==> config.mk <==
export PLATFORM = sky130hd
export DESIGN_NAME = l2_feeder
export DESIGN_NICKNAME = d
export VERILOG_FILES = /design/src/rtl/l2_feeder.sv
export SDC_FILE = /design/constraint.sdc
export NUM_CORES = 1
export LEC_CHECK = 0
export ABC_CLOCK_PERIOD_IN_PS = 4900
export CAP_MARGIN = 20
export CORE_ASPECT_RATIO = 0.6
export CORE_UTILIZATION = 43
export DETAILED_ROUTE_END_ITERATION = 6
export GPL_ROUTABILITY_DRIVEN = 0
export PLACE_DENSITY = 0.77
export SLEW_MARGIN = 20
export SYNTH_ARGS = -nofsm -noshare
export SYNTH_HDL_FRONTEND = slang
export SYNTH_SLANG_ARGS = --single-unit
export TNS_END_PERCENT = 1
==> constraint.sdc <==
create_clock -name clk -period 4.9 [get_ports clk]
set_input_delay 1.225 -clock clk [delete_from_list [all_inputs] [get_ports clk]]
set_output_delay 1.225 -clock clk [all_outputs]
set_load 0.1 [all_outputs]
==> src/rtl/l2_feeder.sv <==
// Layer-2 input feeder: walks 3x3 windows over the two layer-1 maps in raster order
// and streams each window tap by tap to layer 2, throttled by wr_cnt and bsy_in.
module l2_feeder #(
    parameter int IN_W = 12,
    parameter int IN_H = 12,
    parameter int AW   = 8,
    parameter int DW   = 18
) (
    input  logic                 clk,
    input  logic                 rst,
    input  logic                 tx_done,
    input  logic [AW-1:0]        wr_cnt,
    output logic [AW-1:0]        addr_rd,
    input  logic signed [DW-1:0] map_0,
    input  logic signed [DW-1:0] map_1,
    input  logic                 bsy_in,
    output logic                 strt,
    output logic signed [DW-1:0] din_0,
    output logic signed [DW-1:0] din_1,
    output logic                 done
);

    localparam int OUT_W = IN_W - 2;
    localparam int OUT_H = IN_H - 2;
    localparam int XW    = $clog2(IN_W);
    localparam int YW    = $clog2(IN_H);

    localparam logic [AW-1:0] ROW_STEP  = AW'(IN_W);
    localparam logic [AW-1:0] BR_OFS    = AW'(2 * IN_W + 2);
    localparam logic [AW-1:0] WRAP_STEP = AW'(IN_W - OUT_W + 1);
    localparam logic [XW-1:0] X_LAST    = XW'(OUT_W - 1);
    localparam logic [YW-1:0] Y_LAST    = YW'(OUT_H - 1);

    typedef enum logic [2:0] {
        S_IDLE,
        S_WAIT,
        S_ISSUE,
        S_HOLD,
        S_DONE
    } state_t;

    state_t          state;
    logic [XW-1:0]   x;
    logic [YW-1:0]   y;
    logic [AW-1:0]   base;     // top-left address of the current window
    logic [AW-1:0]   row;      // start address of the tap row being issued
    logic [1:0]      col;
    logic [3:0]      k;
    logic            tap_vld;  // addr_rd currently carries a live tap

    logic [AW-1:0]   br_addr;
    logic            can_go;
    logic            last_win;

    assign br_addr  = base + BR_OFS;
    assign can_go   = !bsy_in && (br_addr < wr_cnt);
    assign last_win = (x == X_LAST) && (y == Y_LAST);

    always_ff @(posedge clk or posedge rst) begin
        if (rst) begin
            state   <= S_IDLE;
            x       <= '0;
            y       <= '0;
            base    <= '0;
            row     <= '0;
            col     <= '0;
            k       <= '0;
            tap_vld <= 1'b0;
            addr_rd <= '0;
            strt    <= 1'b0;
            din_0   <= '0;
            din_1   <= '0;
            done    <= 1'b0;
        end else if (tx_done) begin
            state   <= S_IDLE;
            x       <= '0;
            y       <= '0;
            base    <= '0;
            row     <= '0;
            col     <= '0;
            k       <= '0;
            tap_vld <= 1'b0;
            addr_rd <= '0;
            strt    <= 1'b0;
            din_0   <= '0;
            din_1   <= '0;
            done    <= 1'b0;
        end else begin
            strt  <= 1'b0;
            // Layer 2 accumulates every cycle, so din must be exactly zero between windows.
            din_0 <= tap_vld ? map_0 : '0;
            din_1 <= tap_vld ? map_1 : '0;
            case (state)
                S_IDLE: begin
                    if (!done) state <= S_WAIT;
                end
                S_WAIT: begin
                    if (can_go) begin
                        strt    <= 1'b1;
                        addr_rd <= base;
                        row     <= base;
                        col     <= '0;
                        k       <= '0;
                        tap_vld <= 1'b1;
                        state   <= S_ISSUE;
                    end
                end
                S_ISSUE: begin
                    if (k == 4'd8) begin
                        tap_vld <= 1'b0;
                        state   <= S_HOLD;
                    end else begin
                        k <= k + 4'd1;
                        if (col == 2'd2) begin
                            col     <= '0;
                            row     <= row + ROW_STEP;
                            addr_rd <= row + ROW_STEP;
                        end else begin
                            col     <= col + 2'd1;
                            addr_rd <= addr_rd + AW'(1);
                        end
                    end
                end
                S_HOLD: begin
                    if (!bsy_in) begin
                        if (last_win) begin
                            done  <= 1'b1;
                            state <= S_DONE;
                        end else begin
                            if (x == X_LAST) begin
                                x    <= '0;
                                y    <= y + YW'(1);
                                base <= base + WRAP_STEP;
                            end else begin
                                x    <= x + XW'(1);
                                base <= base + AW'(1);
                            end
                            state <= S_WAIT;
                        end
                    end
                end
                S_DONE: begin
                    done <= 1'b1;
                end
                default: state <= S_IDLE;
            endcase
        end
    end

endmodule

==> results by group <==
Final layout
  – Area of the multi-input gates: 1920 sq um
  – Syn-to-layout area delta: 32.1%
  – Fillcell total: 799
  – Total Nets Final: 544
  – Most frequent cells in the layout: clkdlybuf4s50_1 (93), dfrtp_1 (80), nand2_1 (36), and2_1 (36), nor2_1 (28)
  – Layout cells sized above 1: 8.04%
  – Antenna Cells: 0
  – Final Instance Area: 5390 sq um
  – Most common cell after layout, fill and taps aside: clkdlybuf4s50_1
  – Seq. cell area: 2000 sq um

Place
  – Hpwl dp: 6550 um
  – Port buffer count: 93
  – Dpl cell area: 5100 sq um
  – Placement Setup Slack: 1.20 ns

Synthesis
  – Async set or reset register ratio after synthesis: 100%
  – Yosys reg bits: 80
  – Number of flops mapped to enable cells by yosys: 0
  – Netlist cell types: 60
  – Synth warn: 0
  – Syn nets: 456
  – Post-Synthesis Cells: 392
  – Syn_area_per_cell: 10.4 sq um
  – Seq/Total Area, Yosys: 49.1%
  – Synth Cell Area: 4080 sq um
  – Synth Flop Type: dfrtp_1

STA
  – Slew Limit Fails: 0
  – Period utilization: 68.8%
  – Actual slew at the worst max-slew pin: 1.02 ns
  – Max Freq: 297 MHz
  – Tmin final: 3.37 ns
  – Endpoints failing hold: 0
  – Worst Skew: 0.00297 ns
  – Final setup violation count: 0
  – RSZ-0062 raised after global routing: false
  – Max_slew headroom: 32.0%
  – Setup_tns: 0 ns
  – Final worst slack: 1.53 ns

Die
  – Die area: 9890 sq um
  – Die height: 77.4 um
  – I/O Pins: 94
  – Core area: 9190 sq um
  – Die Wd: 128 um
  – Starting Density: 44.4%
  – FP Rows: 27

Route
  – First drt pass iteration count: 4
  – Vias post-DR: 3106
  – WL per Instance: 14.7 um
  – DRC errors left: 0
  – Routed vias/inst: 5.05
  – Post-DRT Antenna Nets: 0
  – 1st-iter DRT viols: 157
  – Drt total wl: 9030 um

Power
  – Pwr Density: 289 nW/um^2
  – Power, Total: 1560 uW
  – Max VDD drop: 238 uV
  – Leakage: 0.00236 uW

Clocking
  – Cts repair resizes: 0
  – Clk Tree Root Cell: clkbuf_16
  – Setup bufs post-CTS: 0
  – H-Tree Depth: 3
  – Clock Tree Buf Depth: 2
  – Total CTS buffers: 9
  – Clock slew at the register clock pins of the worst setup and hold paths: 0.06 ns
  – Skew-Pair Late Insertion Delay: 0.33 ns
  – CTS tree: built
  – Num Clock Sinks: 80
  – # hold bufs at CTS: 0

Worst setup path
  – Reg2reg path depth: 10
  – Kind of end point of the critical path: flop
  – Reg-to-reg slack, setup: 1.87 ns
  – Data required time of the critical path: 5.13 ns
  – Critical path arrival: 3.60 ns
  – Reg2reg end: row[2]$_DFFE_PP0P_
  – Setup crit start: wr_cnt[2]
  – Worst Path Max Fanout: 6
  – Worst setup path category: in2reg
  – Setup crit start kind: primary input
  – R2R Path Start: base[2]$_DFFE_PP0P_

Global routing
  – First-pass GRT wire length: 15200 um
  – Top Usage Layer GRT: met2
  – Largest net degree at the start of global routing: 42
  – Total track usage: 19.8%
  – Met2 Use GR: 30.4%
  – Vias in the first global route: 3088
  – Initial antenna violation count: 0
  – M1 GR Usage: 27.7%
  – Congestion Overflow GR: 0
  – Grt met3 use: 5.66%

Hold path
  – HP Start: col[0]$_DFFE_PP0P_
  – Hold Path Class: reg2reg
  – Cell depth of the worst min-delay path: 1
  – Endpoint, Worst Hold: col[0]$_DFFE_PP0P_

Job
  – Max-Cap Viols: 0

Status
  – Status: finished clean
-- kinds of logic (layout without fill, tap and decap cells) --
family	after synthesis	in the layout	synth area share, %
simple gates	151	151	20.3
flops	80	80	49.1
compound gates	78	78	14.7
buf+inv	36	129	3.93
xor+xnor	23	23	4.94
fa+ha+maj	16	16	5.09
mux	8	8	1.99
-- stage by stage --
step	hold WS [ns]	cells	util, %
3_3_place_gp	0.484	599	55.5
6_report	0.515	615	58.7
5_1_grt	0.529	615	58.7
3_5_place_dp	0.509	599	55.5
4_1_cts	0.519	615	58.6
2_1_floorplan	0.466	392	-
-- Yosys cell counts, types with 4 or more instances --
master    count  area [sq um]
dfrtp_1      80          2000
and2_1       36           225
nand2_1      36           135
nor2_1       28           105
o21ai_0      22           110
a21oi_1      19          95.1
inv_1        17          63.8
ha_1         15           188
clkbuf_1     13          48.8
xnor2_1      12           105
xor2_1       11          96.3
nand3_1       9          45.0
mux2i_1       7          70.1
nor2b_1       7          43.8
nand2b_1      6          37.5
nor3_1        5          25.0
a211oi_1      4          30.0
o21a_1        4          30.0
o31ai_1       4          30.0
-- routing by layer --
| metal | up-vias | wire [um] |
|---|---|---|
| li1 | 1509 | - |
| met1 | 1520 | 4370 |
| met5 | - | 0 |
| met4 | 0 | 59 |
| met2 | 71 | 4210 |
| met3 | 6 | 396 |
-- flip-flops by register name (all words and copies together), names as in the netlist --
name,cells
base,8
din_1,18
addr_rd,8
y,4
x,4
col,2
done,1
din_0,18
state,3
strt,1
row,8
tap_vld,1
k,4
-- how the worst max path moves through the flow --
stage	endpoint	slack [ns]
5_1_grt	row[2]$_DFFE_PP0P_	1.38
6_report	row[2]$_DFFE_PP0P_	1.53
2_1_floorplan	addr_rd[0]$_DFFE_PP0P_	1.62
3_5_place_dp	row[2]$_DFFE_PP0P_	1.20
3_3_place_gp	row[2]$_DFFE_PP0P_	1.32
4_1_cts	row[2]$_DFFE_PP0P_	1.54
-- report_power, final --
part	leakage, uW	switching, uW	internal (uW)
Clock	0.000141	259	369
Combinational	0.00111	157	84.0
Sequential	0.00111	13.3	675
-- worst max-delay path: stages --
cell,delay (ns)
clkdlybuf4s50_1,0.46
inv_1,0.04
ha_1,0.27
or3_1,0.37
a21oi_1,0.31
o31a_4,0.26
nand2_1,0.19
mux2i_1,0.21
o32ai_1,0.25
-- final cells by class --
type	count	share of cell area [%]
inverters	17	1.18
clock inverters	5	0.580
flip-flops and latches	80	37.1
clock buffers	11	4.69
multi-input cells	276	35.7
well taps	130	3.02
repair buffers	96	17.7
(Power assumes the default switching activity.)
